`config.mk`:
```
export PLATFORM = sky130hd
export DESIGN_NAME = udl_counter
export DESIGN_NICKNAME = d
export VERILOG_FILES = /design/src/rtl/udl_counter_pkg.sv /design/src/rtl/udl_counter_next.sv /design/src/rtl/udl_counter.sv
export SDC_FILE = /design/constraint.sdc
export NUM_CORES = 1
export LEC_CHECK = 0
export ABC_CLOCK_PERIOD_IN_PS = 3090
export BUFFER_PORTS_ARGS = -buffer_cell sky130_fd_sc_hd__buf_4
export CAP_MARGIN = 20
export CORE_AREA = 2 2 39 41
export DETAILED_ROUTE_END_ITERATION = 10
export DIE_AREA = 0 0 41 43
export GPL_ROUTABILITY_DRIVEN = 0
export PLACE_DENSITY_LB_ADDON = 0.25
export SYNTH_ARGS = -nofsm -noshare
export SYNTH_HDL_FRONTEND = slang
export SYNTH_SLANG_ARGS = --single-unit
```
`constraint.sdc`:
```
create_clock -name clk -period 3.09 [get_ports clk]
set_input_delay 0.618 -clock clk [delete_from_list [all_inputs] [get_ports clk]]
set_output_delay 0.618 -clock clk [all_outputs]
set_load 0.1 [all_outputs]
```
`src/rtl/udl_counter_pkg.sv`:
```
`default_nettype none
// ============================================================================
//  Module      : udl_counter_pkg
//  Description : Shared constants for the up/down/load counter: default
//                counter width and the direction encodings of the 'up' input.
//  Contents    : c_DEFAULT_WIDTH - default counter width in bits (4)
//                c_DIR_UP        - 'up' value that selects increment (1)
//                c_DIR_DOWN      - 'up' value that selects decrement (0)
//  Revision    : 1.0 - initial release
// ============================================================================
package udl_counter_pkg;

    localparam int unsigned c_DEFAULT_WIDTH = 4;

    localparam logic c_DIR_UP   = 1'b1;
    localparam logic c_DIR_DOWN = 1'b0;

endpackage : udl_counter_pkg
`default_nettype wire

```
`src/rtl/udl_counter_next.sv`:
```
`default_nettype none
// ============================================================================
//  Module      : udl_counter_next
//  Description : Combinational next-state selector for udl_counter.
//                Priority is load, then count (up/down), then hold.
//                Increment and decrement wrap modulo 2^N.
//  Ports       : i_q      [N-1:0] current count
//                i_l      [N-1:0] parallel load value
//                i_load           load request (highest priority)
//                i_enable         count enable
//                i_up             direction, c_DIR_UP / c_DIR_DOWN
//                o_next   [N-1:0] value to register on the next edge
//  Revision    : 1.0 - initial release
// ============================================================================
module udl_counter_next
    import udl_counter_pkg::*;
#(
    parameter int unsigned N = c_DEFAULT_WIDTH
) (
    input  logic [N-1:0] i_q,
    input  logic [N-1:0] i_l,
    input  logic         i_load,
    input  logic         i_enable,
    input  logic         i_up,
    output logic [N-1:0] o_next
);

    // N-bit add/subtract of one naturally discards the carry/borrow,
    // which gives the required modulo-2^N wrap in both directions.
    localparam logic [N-1:0] c_ONE = {{(N-1){1'b0}}, 1'b1};

    logic [N-1:0] w_inc;
    logic [N-1:0] w_dec;

    assign w_inc = i_q + c_ONE;
    assign w_dec = i_q - c_ONE;

    always_comb begin
        o_next = i_q;
        if (i_load) begin
            o_next = i_l;
        end else if (i_enable) begin
            o_next = (i_up == c_DIR_UP) ? w_inc : w_dec;
        end
    end

endmodule : udl_counter_next
`default_nettype wire

```
`src/rtl/udl_counter.sv`:
```
`default_nettype none
// ============================================================================
//  Module      : udl_counter
//  Description : N-bit free-running up/down counter with synchronous
//                parallel load and asynchronous active-low reset.
//                Holds only the state register; next-state selection is
//                done in udl_counter_next.
//  Ports       : clk              clock, rising edge active
//                reset_n          asynchronous active-low reset, Q -> 0
//                enable           count enable
//                up               direction, 1 = increment, 0 = decrement
//                load             synchronous load request (beats enable)
//                L        [N-1:0] parallel load value
//                Q        [N-1:0] current count, straight from the register
//  Revision    : 1.0 - initial release
// ============================================================================
module udl_counter
    import udl_counter_pkg::*;
#(
    parameter int unsigned N = c_DEFAULT_WIDTH
) (
    input  logic         clk,
    input  logic         reset_n,
    input  logic         enable,
    input  logic         up,
    input  logic         load,
    input  logic [N-1:0] L,
    output logic [N-1:0] Q
);

    logic [N-1:0] r_q;
    logic [N-1:0] w_next;

    udl_counter_next #(
        .N (N)
    ) u_next (
        .i_q      (r_q),
        .i_l      (L),
        .i_load   (load),
        .i_enable (enable),
        .i_up     (up),
        .o_next   (w_next)
    );

    always_ff @(posedge clk or negedge reset_n) begin
        if (!reset_n) begin
            r_q <= '0;
        end else begin
            r_q <= w_next;
        end
    end

    assign Q = r_q;

endmodule : udl_counter
`default_nettype wire

```
==> run summary, run 1 <==
SETUP PATH
---------------------------------------------------------------------------------
Longest individual stage delay on the worst path                           450 ps
Buffers plus inverters on the worst setup path                                  1
Worst EP required                                                         2470 ps
Endpoint kind of the worst setup timing path                           output pin
Critical-path cell with the highest stage delay                      sky130_fd_sc_hd__dfrtp_1
Crit Reg-Reg Startpoint                                              Q[0]$_DFFE_PN0P_
Total number of cells along the worst setup path                                1
Data arrival time of the critical path                                    1020 ps
Startpoint Class                                                        flip-flop
Depth of the worst register-to-register path                                    4
Critical path launch point                                           Q[0]$_DFFE_PN0P_
Top delay family on crit path                                          flip-flops
Critical path peak fanout                                                       5
CP Cell Sequence                                                            buf_4
Worst setup path class                                                 reg -> out

LAYOUT
---------------------------------------------------------------------------------
Most common library cell in the layout ignoring fill and taps        sky130_fd_sc_hd__buf_4
FILL cells                                                                    155
Fraction of final layout cells sized beyond drive strength 1                0.333
Antenna diode count                                                             0
Area overhead of the layout relative to synthesis                           39.0%
Finished Cell Area                                                      433 sq um
Max reg flops                                                                   4
Final Net Count                                                                59
Commonest cells after routing, fill and taps aside                   sky130_fd_sc_hd__buf_4 (12), sky130_fd_sc_hd__dfrtp_1 (4), sky130_fd_sc_hd__nand2_1 (3), sky130_fd_sc_hd__o21ai_0 (3), sky130_fd_sc_hd__clkbuf_4 (3)

ROUTE
---------------------------------------------------------------------------------
Wire length per cell                                                 11.0 microns
Sum of routed wire length over all layers                             669 microns
DR vias                                                                       274
Vias per std cell                                                            4.49
DRC marker count from the first detailed-route iteration                        4
Drt pass-1 iters                                                                3
DRC violation count after routing                                               0
Antenna-violating nets left                                                     0

TIMING
---------------------------------------------------------------------------------
Min Tclk post-route                                                       1640 ps
Fraction of the cycle the final worst path needs                            0.531
Minimum setup slack in the final design                                   1450 ps
Slew margin rel.                                                            0.821
Endpoints failing setup                                                         0
Transition time of the tightest slew-check pin                             266 ps
Unrepaired setup endpoints after global routing                                no
Worst setup skew after layout                                             1.87 ps
Hold violation total from the final report                                      0
Summed negative setup slack over all endpoints                               0 ps
Highest clock frequency the design can meet                               610 MHz
Worst hold slack after final layout                                        174 ps
Final-report max-slew violation count                                           0

LOGIC SYNTHESIS
---------------------------------------------------------------------------------
Net count of the mapped netlist                                                44
Share of the yosys chip area belonging to registers                         0.321
Synthesized area divided by synthesized cell count                     9.74 sq um
Total of warnings raised by yosys                                               0
Post-synthesis register bit count                                               4
Cells after Synth                                                              32
Synthesized cell area                                                   312 sq um
Count of cell types in the netlist                                             22

POWER
---------------------------------------------------------------------------------
Total design power                                                         268 uW
Static Leakage                                                           0.208 nW
IR Drop Worst-Case VDD                                                     256 uV
Pwr per Cell Area                                                     618 nW/um^2

PLACEMENT
---------------------------------------------------------------------------------
Worst slack at placement                                                  1330 ps
Number of buffers inserted by port buffering                                   12
Post-DP HPWL                                                          567 microns
DP Area                                                                 410 sq um

CLOCK NETWORK
---------------------------------------------------------------------------------
Total of cells resized after clock tree synthesis                               0
CTS tree                                                                     done
Level count of the clock H-tree                                                 1
Number of buffers inserted by hold repair at cts                                0
Register clock-pin slew on the reported worst setup and hold paths          40 ps
Clock buffers created by TritonCTS                                              3
Setup bufs post-CTS                                                             0
CTS root buffer                                                      sky130_fd_sc_hd__clkbuf_4
Later-pin clock latency in the skew report                                 230 ps
Max clock buf depth                                                             2
Sinks on Clock Net                                                              4

GRT
---------------------------------------------------------------------------------
Met1 usage                                                                  0.141
Peak-usage layer in the global routing report                                met1
Met3 global-route usage                                                    0.0628
Vias in the first global route                                                257
First-pass GRT wire length                                           1160 microns
Overall track demand over capacity in global routing                       0.0990
Largest net degree at the start of global routing                              13
Overflow after GRT                                                              0
Number of antenna violations at the first check in global routing               0
Met2 global-route usage                                                     0.125

DIE
---------------------------------------------------------------------------------
Overall die height                                                     43 microns
Initial core utilization                                                    0.225
Area of the placeable core                                             1380 sq um
Die width                                                              41 microns
Boundary pin count                                                             13
Number of placement rows                                                       14
Total die area                                                         1760 sq um

OUTCOME
---------------------------------------------------------------------------------
Outcome                                                              finished clean

JOB
---------------------------------------------------------------------------------
Count of maximum capacitance violations                                         0

MIN PATH
---------------------------------------------------------------------------------
HP Class                                                              in -> async

-- final cells by class --
| class | instances | area, sq um | share of cell area |
|---|---|---|---|
| multi-input combinational | 25 | 196 | 0.454 |
| sequential | 4 | 100 | 0.231 |
| timing repair buffer | 12 | 90.1 | 0.208 |
| clock buffer | 3 | 22.5 | 0.0520 |
| tap | 16 | 20.0 | 0.0462 |
| inverter | 1 | 3.75 | 0.00867 |
-- power breakdown --
part | internal, mW | switching, mW | leakage, nW
Sequential | 0.0611 | 0.0116 | 0.0480
Combinational | 0.0395 | 0.0913 | 0.147
Clock | 0.0434 | 0.0206 | 0.0138
-- final timing paths --
check	endpoint	slack, ps
setup reg to reg	Q[2]$_DFFE_PN0P_	1690
hold reg to reg	Q[3]$_DFFE_PN0P_	630
min in group clk	Q[1]$_DFFE_PN0P_	600
hold / removal	Q[3]$_DFFE_PN0P_	170
setup / recovery	Q[0]	1450
max in group asynchronous	Q[0]$_DFFE_PN0P_	2810
-- Yosys cell counts --
cell type | number | share of area
sky130_fd_sc_hd__inv_1 | 1 | 0.012
sky130_fd_sc_hd__nand3b_1 | 1 | 0.024
sky130_fd_sc_hd__a21o_1 | 1 | 0.024
sky130_fd_sc_hd__nand2_1 | 3 | 0.036
sky130_fd_sc_hd__a21oi_1 | 1 | 0.016
sky130_fd_sc_hd__xor2_1 | 1 | 0.028
sky130_fd_sc_hd__a22oi_1 | 1 | 0.024
sky130_fd_sc_hd__or4b_1 | 1 | 0.032
sky130_fd_sc_hd__fa_1 | 1 | 0.064
sky130_fd_sc_hd__nor2_1 | 1 | 0.012
sky130_fd_sc_hd__clkbuf_1 | 1 | 0.012
sky130_fd_sc_hd__xnor2_1 | 1 | 0.028
sky130_fd_sc_hd__nand3_1 | 2 | 0.032
sky130_fd_sc_hd__nor4bb_1 | 1 | 0.032
sky130_fd_sc_hd__a221o_1 | 1 | 0.032
sky130_fd_sc_hd__o21ai_0 | 3 | 0.048
sky130_fd_sc_hd__ha_1 | 2 | 0.080
sky130_fd_sc_hd__mux2i_1 | 2 | 0.064
sky130_fd_sc_hd__o2bb2ai_1 | 1 | 0.028
sky130_fd_sc_hd__buf_4 | 1 | 0.024
sky130_fd_sc_hd__dfrtp_1 | 4 | 0.32
sky130_fd_sc_hd__nor3b_1 | 1 | 0.024
-- cells by family after synthesis --
group | count (synthesis) | synth area share
xor+xnor | 2 | 0.0562
mux | 2 | 0.0643
buf+inv | 3 | 0.0482
flops | 4 | 0.321
simple gates | 10 | 0.193
fa+ha+maj | 3 | 0.145
compound gates | 8 | 0.173
-- per-stage QoR --
step           instances  utilization
6_report              61        0.313
5_1_grt               61        0.313
3_3_place_gp          58        0.297
4_1_cts               61        0.313
3_5_place_dp          58        0.297
2_1_floorplan         32            -
-- layer usage --
metal | share of wire | wire, microns
met1 | 0.45 | 302
met2 | 0.46 | 310
met3 | 0.084 | 56
met4 | 0 | 0
met5 | 0 | 0
Power figures use the tool's default switching activity.
==> run 2, diff against run 1 <==
ABC_CLOCK_PERIOD_IN_PS = 1500   (was 3090)
clock period = 1.5 ns   (was 3.09 ns; I/O delays follow)
==> run summary, run 2 (synthesized netlist as in run 1, its figures left out) <==
LAYOUT
---------------------------------------------------------------------------------
Commonest cells after routing, fill and taps aside                   sky130_fd_sc_hd__buf_4 (14), sky130_fd_sc_hd__dfrtp_4 (4), sky130_fd_sc_hd__nand2_1 (3), sky130_fd_sc_hd__o21ai_0 (3), sky130_fd_sc_hd__clkbuf_4 (3)   was sky130_fd_sc_hd__buf_4 (12), sky130_fd_sc_hd__dfrtp_1 (4), sky130_fd_sc_hd__nand2_1 (3), sky130_fd_sc_hd__o21ai_0 (3), sky130_fd_sc_hd__clkbuf_4 (3)
Antenna diode count                                                             0   unchanged
Final Net Count                                                                62   was 59
Area overhead of the layout relative to synthesis                           56.6%   was 39.0%
FILL cells                                                                    154   was 155
Post-route insts no fill                                                       64   was 61
Max reg flops                                                                   4   unchanged
Most common library cell in the layout ignoring fill and taps        sky130_fd_sc_hd__buf_4   unchanged
Fraction of final layout cells sized beyond drive strength 1                0.479   was 0.333

MIN PATH
---------------------------------------------------------------------------------
Hold Crit Endpoint                                                   Q[0]$_DFFE_PN0P_
Worst hold start                                                             L[0]
HP Class                                                                in -> reg   was in -> async
Hold path depth                                                                 3

ROUTE
---------------------------------------------------------------------------------
Top routing layer in use                                                     met4   was met3
Drt pass-1 iters                                                                2   was 3
DR WL met2                                                            351 microns   was 310 microns
Vias per std cell                                                            4.78   was 4.49
Detailed route wirelength on metal3                                    41 microns   was 56 microns
DRC violation count after routing                                               0   unchanged
DR vias                                                                       306   was 274
DRC marker count from the first detailed-route iteration                        7   was 4
Wire length per cell                                                 10.6 microns   was 11.0 microns
Sum of routed wire length over all layers                             679 microns   was 669 microns
Antenna-violating nets left                                                     0   unchanged
WL met1                                                               280 microns   was 302 microns

GRT
---------------------------------------------------------------------------------
Overall track demand over capacity in global routing                        0.108   was 0.0990
Number of antenna violations at the first check in global routing               0   unchanged
First-pass GRT wire length                                           1280 microns   was 1160 microns
Vias in the first global route                                                311   was 257
Overflow after GRT                                                              0   unchanged
Largest net degree at the start of global routing                              12   was 13

POWER
---------------------------------------------------------------------------------
Pwr per Cell Area                                                    1190 nW/um^2   was 618 nW/um^2
IR Drop Worst-Case VDD                                                     462 uV   was 256 uV
Static Leakage                                                           0.217 nW   was 0.208 nW

SETUP PATH
---------------------------------------------------------------------------------
Longest individual stage delay on the worst path                           500 ps   was 450 ps
Worst EP required                                                         1660 ps   was 2470 ps
Data arrival time of the critical path                                    1550 ps   was 1020 ps
CP Cell Sequence                                                     ha_4 -> a21o_1 -> a221o_1 -> nand3_1   was buf_4
Crit Reg-Reg Endpoint                                                Q[3]$_DFFE_PN0P_   was Q[2]$_DFFE_PN0P_
Depth of the worst register-to-register path                                    4   unchanged
Startpoint Class                                                        flip-flop   unchanged
Endpoint kind of the worst setup timing path                            flip-flop   was output pin
Worst setup path class                                                 reg -> reg   was reg -> out
Critical path peak fanout                                                       4   was 5
Crit Reg-Reg Startpoint                                              Q[1]$_DFFE_PN0P_   was Q[0]$_DFFE_PN0P_
Minimum setup slack among reg-to-reg paths                                 110 ps   was 1690 ps
Critical-path cell with the highest stage delay                      sky130_fd_sc_hd__dfrtp_4   was sky130_fd_sc_hd__dfrtp_1

PLACEMENT
---------------------------------------------------------------------------------
Number of buffers inserted by port buffering                                   12   unchanged
Post-DP HPWL                                                          547 microns   was 567 microns
Number of placed cells counting well taps                                      60   was 58

DIE
---------------------------------------------------------------------------------
Number of placement rows                                                       14   unchanged
Total die area                                                         1760 sq um   unchanged
Initial core utilization                                                    0.225   unchanged
Boundary pin count                                                             13   unchanged
Overall die height                                                     43 microns   unchanged
Area of the placeable core                                             1380 sq um   unchanged
Die width                                                              41 microns   unchanged

CLOCK NETWORK
---------------------------------------------------------------------------------
CTS tree                                                                     done   unchanged
Setup bufs post-CTS                                                             0   unchanged
Max clock buf depth                                                             2   unchanged
Clock buffers created by TritonCTS                                              3   unchanged
Later-pin clock latency in the skew report                                 230 ps   about the same
Register clock-pin slew on the reported worst setup and hold paths          40 ps   about the same
Sinks on Clock Net                                                              4   unchanged
Total of cells resized after clock tree synthesis                               0   unchanged
Level count of the clock H-tree                                                 1   unchanged
CTS root buffer                                                      sky130_fd_sc_hd__clkbuf_4   unchanged
Number of buffers inserted by hold repair at cts                                1   was 0

TIMING
---------------------------------------------------------------------------------
Slew margin rel.                                                            0.816   was 0.821
Unrepaired setup endpoints after global routing                                no   unchanged
Final-report max-slew violation count                                           0   unchanged
Transition time of the tightest slew-check pin                             279 ps   was 266 ps
Endpoints failing setup                                                         0   unchanged
Highest clock frequency the design can meet                               718 MHz
Hold violation total from the final report                                      0   unchanged
Worst hold slack after final layout                                        277 ps   was 174 ps
Worst setup skew after layout                                            0.599 ps   was 1.87 ps
Min Tclk post-route                                                       1390 ps
Fraction of the cycle the final worst path needs                            0.929

OUTCOME
---------------------------------------------------------------------------------
Outcome                                                              finished clean   unchanged

JOB
---------------------------------------------------------------------------------
Count of maximum capacitance violations                                         0   unchanged

-- run 2: changes by cell type in the layout (fill, tap and decap cells not counted) --
cell	change
sky130_fd_sc_hd__fa_1	-1
sky130_fd_sc_hd__ha_4	+1
sky130_fd_sc_hd__buf_4	+2
sky130_fd_sc_hd__fa_2	+1
sky130_fd_sc_hd__ha_1	-1
sky130_fd_sc_hd__dfrtp_1	-4
sky130_fd_sc_hd__dlygate4sd3_1	+1
sky130_fd_sc_hd__dfrtp_4	+4
-- run 2: through the flow --
step                      setup slack (ps)   util  cell area, sq um  setup TNS (ps)  power, mW
after floorplan                      -36.8      -               342           -36.8      0.376
after global placement                72.9  0.329               455               0      0.454
after detailed placement              75.3  0.329               455               0      0.452
after CTS                              112  0.353               488               0      0.588
after global routing                  30.2  0.353               488               0      0.622
final                                  107  0.353               488               0      0.580
-- run 2: worst max path at each step --
stage                     cells after the start                to        startpoint  slack [ps]
after CTS                                     4  Q[3]$_DFFE_PN0P_  Q[1]$_DFFE_PN0P_         110
after global placement                        6  Q[2]$_DFFE_PN0P_                up          70
after global routing                          4  Q[2]$_DFFE_PN0P_  Q[0]$_DFFE_PN0P_          30
after floorplan                               3  Q[3]$_DFFE_PN0P_  Q[3]$_DFFE_PN0P_         -40
after detailed placement                      6  Q[3]$_DFFE_PN0P_                up          80
final                                         4  Q[3]$_DFFE_PN0P_  Q[1]$_DFFE_PN0P_         110
-- run 2: where the power goes --
group / total (mW) / internal [mW] / switching [mW] / leakage, nW
Clock: 0.129 / 0.0892 / 0.0401 / 0.0138
Combinational: 0.292 / 0.0967 / 0.196 / 0.159
Sequential: 0.158 / 0.137 / 0.0206 / 0.0438
-- run 2: critical path, delay by kind of cell, from the launching register on --
family / cells / cell delay (ps)
AND/OR/NAND/NOR: 1 / 90
adder cells (fa/ha/maj): 1 / 250
AO/OA/AOI/OAI: 2 / 490
flip-flops: 1 / 500
-- run 2: metal layers --
| layer | GRT usage | vias up |
|---|---|---|
| met1 | 0.134 | 146 |
| met4 | 0.0800 | 0 |
| met3 | 0.0314 | 2 |
| met5 | 0 | - |
| li1 | - | 149 |
| met2 | 0.150 | 9 |
-- run 2: final cells by class --
cell class / instances / area [sq um] / share of cell area
multi-input combinational: 25 / 211 / 0.433
clock buffer: 3 / 22.5 / 0.0462
sequential: 4 / 115 / 0.236
inverter: 1 / 3.75 / 0.00769
tap: 16 / 20.0 / 0.0410
timing repair buffer: 15 / 115 / 0.236
==> run 3, diff against run 2 <==
ABC_AREA = 1   (was default)
==> run summary, run 3 <==
TIMING
------------------------------------------------------------------------------------
Min Tclk post-route                                                          1320 ps   was 1390 ps
Hold violation total from the final report                                         0   unchanged
Worst setup skew after layout                                                3.16 ps   was 0.599 ps
Highest clock frequency the design can meet                                  757 MHz   was 718 MHz
Final-report max-slew violation count                                              0   unchanged
Endpoints failing setup                                                            0   unchanged
Slew margin rel.                                                               0.816   about the same
Minimum setup slack in the final design                                       179 ps   was 107 ps
Unrepaired setup endpoints after global routing                                   no   unchanged
Fraction of the cycle the final worst path needs                               0.881   was 0.929
Transition time of the tightest slew-check pin                                278 ps   was 279 ps

DIE
------------------------------------------------------------------------------------
Number of placement rows                                                          14   unchanged
Initial core utilization                                                       0.207   was 0.225
Area of the placeable core                                                1380 sq um   unchanged
Overall die height                                                        43 microns   unchanged
Die width                                                                 41 microns   unchanged
Boundary pin count                                                                13   unchanged
Total die area                                                            1760 sq um   unchanged

ROUTE
------------------------------------------------------------------------------------
DRC violation count after routing                                                  0   unchanged
DRC marker count from the first detailed-route iteration                           6   was 7
Sum of routed wire length over all layers                                590 microns   was 679 microns
Drt pass-1 iters                                                                   2   unchanged
DR vias                                                                          287   was 306
Wire length per cell                                                    8.43 microns   was 10.6 microns
Antenna-violating nets left                                                        0   unchanged
Vias per std cell                                                               4.10   was 4.78

SETUP PATH
------------------------------------------------------------------------------------
Worst EP required                                                            1610 ps   was 1660 ps
Data arrival time of the critical path                                       1430 ps   was 1550 ps
Critical path peak fanout                                                          3   was 4
Worst setup path class                                                    reg -> reg   unchanged
Startpoint Class                                                           flip-flop   unchanged
Endpoint kind of the worst setup timing path                               flip-flop   unchanged

GRT
------------------------------------------------------------------------------------
Met1 usage                                                                    0.0984   was 0.134
Number of antenna violations at the first check in global routing                  0   unchanged
Peak-usage layer in the global routing report                                   met2   unchanged
Met3 global-route usage                                                       0.0157   was 0.0314
Met2 global-route usage                                                        0.116   was 0.150
Overall track demand over capacity in global routing                          0.0828   was 0.108
First-pass GRT wire length                                               931 microns   was 1280 microns
Largest net degree at the start of global routing                                  7   was 12
Overflow after GRT                                                                 0   unchanged
Vias in the first global route                                                   235   was 311

CLOCK NETWORK
------------------------------------------------------------------------------------
Total of cells resized after clock tree synthesis                                  0   unchanged
Register clock-pin slew on the reported worst setup and hold paths             40 ps   about the same
CTS tree                                                                        done   unchanged
Level count of the clock H-tree                                                    1   unchanged
Setup bufs post-CTS                                                                0   unchanged
Clock buffers created by TritonCTS                                                 3   unchanged
CTS root buffer                                                         sky130_fd_sc_hd__clkbuf_4   unchanged
Number of buffers inserted by hold repair at cts                                   1   unchanged
Later-pin clock latency in the skew report                                    230 ps   about the same
Sinks on Clock Net                                                                 4   unchanged
Max clock buf depth                                                                2   unchanged

LOGIC SYNTHESIS
------------------------------------------------------------------------------------
Cells after Synth                                                                 37   was 32
Most frequent cells after synthesis                                     sky130_fd_sc_hd__nand2_1 (13), sky130_fd_sc_hd__inv_1 (5), sky130_fd_sc_hd__dfrtp_1 (4)   was sky130_fd_sc_hd__dfrtp_1 (4), sky130_fd_sc_hd__nand2_1 (3), sky130_fd_sc_hd__o21ai_0 (3)
Count of cell types in the netlist                                                13   was 22
Share of the yosys chip area belonging to registers                            0.349   was 0.321
Area contributors post-synth                                            sky130_fd_sc_hd__dfrtp_1 (35%), sky130_fd_sc_hd__nand2_1 (17%), sky130_fd_sc_hd__ha_1 (8.7%)   was sky130_fd_sc_hd__dfrtp_1 (32%), sky130_fd_sc_hd__ha_1 (8.0%), sky130_fd_sc_hd__fa_1 (6.4%)
Number of enable-type register cells in the synthesized netlist                    0   unchanged
Post-synthesis register bit count                                                  4   unchanged
Total of warnings raised by yosys                                                  0   unchanged
Proportion of synthesized flip-flops having asynchronous set or reset           1.00   unchanged
Synthesized cell area                                                      287 sq um   was 312 sq um
Leading cell type by number of instances after synthesis                sky130_fd_sc_hd__nand2_1   was sky130_fd_sc_hd__dfrtp_1
Share of Yosys cell area claimed by the top area cell type                     0.349   was 0.321
Synthesized area divided by synthesized cell count                        7.74 sq um   was 9.74 sq um
Cell type contributing the most total cell area after synthesis         sky130_fd_sc_hd__dfrtp_1   unchanged
Primary flip-flop cell chosen by synthesis mapping                      sky130_fd_sc_hd__dfrtp_1   unchanged
Net count of the mapped netlist                                                   49   was 44

POWER
------------------------------------------------------------------------------------
Pwr per Cell Area                                                       1200 nW/um^2   was 1190 nW/um^2
Static Leakage                                                              0.224 nW   was 0.217 nW
Total design power                                                            525 uW   was 580 uW
IR Drop Worst-Case VDD                                                        377 uV   was 462 uV

LAYOUT
------------------------------------------------------------------------------------
Share of the core filled with cells in the final layout                        0.316   was 0.353
Finished Cell Area                                                         437 sq um   was 488 sq um
Fraction of final layout cells sized beyond drive strength 1                   0.370   was 0.479
Antenna diode count                                                                0   unchanged
Area overhead of the layout relative to synthesis                              52.4%   was 56.6%
FILL cells                                                                       170   was 154
Most common library cell in the layout ignoring fill and taps           sky130_fd_sc_hd__nand2_1   was sky130_fd_sc_hd__buf_4
Final Net Count                                                                   67   was 62
Max reg flops                                                                      4   unchanged
Commonest cells after routing, fill and taps aside                      sky130_fd_sc_hd__nand2_1 (13), sky130_fd_sc_hd__buf_4 (12), sky130_fd_sc_hd__inv_1 (5)   was sky130_fd_sc_hd__buf_4 (14), sky130_fd_sc_hd__dfrtp_4 (4), sky130_fd_sc_hd__nand2_1 (3), sky130_fd_sc_hd__o21ai_0 (3), sky130_fd_sc_hd__clkbuf_4 (3)

PLACEMENT
------------------------------------------------------------------------------------
Post-DP HPWL                                                             536 microns   was 547 microns
Number of buffers inserted by port buffering                                      12   unchanged
DP Area                                                                    400 sq um   was 455 sq um
Worst slack at placement                                                     77.0 ps   was 75.3 ps

OUTCOME
------------------------------------------------------------------------------------
Outcome                                                                 finished clean   unchanged

JOB
------------------------------------------------------------------------------------
Count of maximum capacitance violations                                            0   unchanged

MIN PATH
------------------------------------------------------------------------------------
HP Class                                                                   in -> reg   unchanged

==> run 3: metal layers <==
layer / wire [microns] / share of wire / up-vias
met2: 320 / 0.54 / 5
met3: 25 / 0.042 / 0
met4: 0 / 0 / 0
met5: 0 / 0 / -
li1: - / - / 152
met1: 244 / 0.41 / 130
==> run 3: final cells by class <==
class | instances | area, sq um | share of cell area
clock buffer | 4 | 26.3 | 0.0602
sequential | 4 | 104 | 0.238
tap | 16 | 20.0 | 0.0458
multi-input combinational | 28 | 168 | 0.384
inverter | 5 | 18.8 | 0.0430
timing repair buffer | 13 | 100 | 0.229
==> run 3: worst paths after layout <==
path	from	to	slack (ps)	cells past startpoint
worst max-delay path	Q[2]$_DFFE_PN0P_	Q[3]$_DFFE_PN0P_	180	6
min in group asynchronous	reset_n	Q[0]$_DFFE_PN0P_	390	2
worst max register to register	Q[2]$_DFFE_PN0P_	Q[3]$_DFFE_PN0P_	180	6
max in group asynchronous	reset_n	Q[1]$_DFFE_PN0P_	990	2
worst min-delay path	L[0]	Q[0]$_DFFE_PN0P_	300	3
worst min register to register	Q[2]$_DFFE_PN0P_	Q[2]$_DFFE_PN0P_	560	2
==> run 3: cell families (layout without fill, tap and decap cells) <==
group / Yosys count / in the layout / share of synthesized area
compound gates: 4 / 4 / 0.0960
xor+xnor: 1 / 1 / 0.0306
fa+ha+maj: 3 / 3 / 0.157
buf+inv: 5 / 22 / 0.0655
flops: 4 / 4 / 0.349
simple gates: 20 / 20 / 0.301
==> run 3: per-stage QoR <==
stage	instances	TNS, ps	hold slack, ps
3_3_place_gp	65	0	97.2
6_report	70	0	300
4_1_cts	70	0	298
2_1_floorplan	37	-58.5	4.41
5_1_grt	70	0	331
3_5_place_dp	65	0	98.2
==> run 3: critical path: stages (launching register included) <==
cell and delay, ps:
sky130_fd_sc_hd__dfrtp_2 410, sky130_fd_sc_hd__ha_1 320, sky130_fd_sc_hd__or2_1 250, sky130_fd_sc_hd__nand2_1 70
sky130_fd_sc_hd__nand2_1 40, sky130_fd_sc_hd__nand3_1 60, sky130_fd_sc_hd__nand2_1 60
==> run 3: where the power goes <==
part | internal [mW] | total [mW] | switching [mW]
sequential | 0.126 | 0.143 | 0.0179
combinational | 0.0718 | 0.237 | 0.166
clock | 0.0999 | 0.144 | 0.0444
total | 0.297 | 0.525 | 0.228
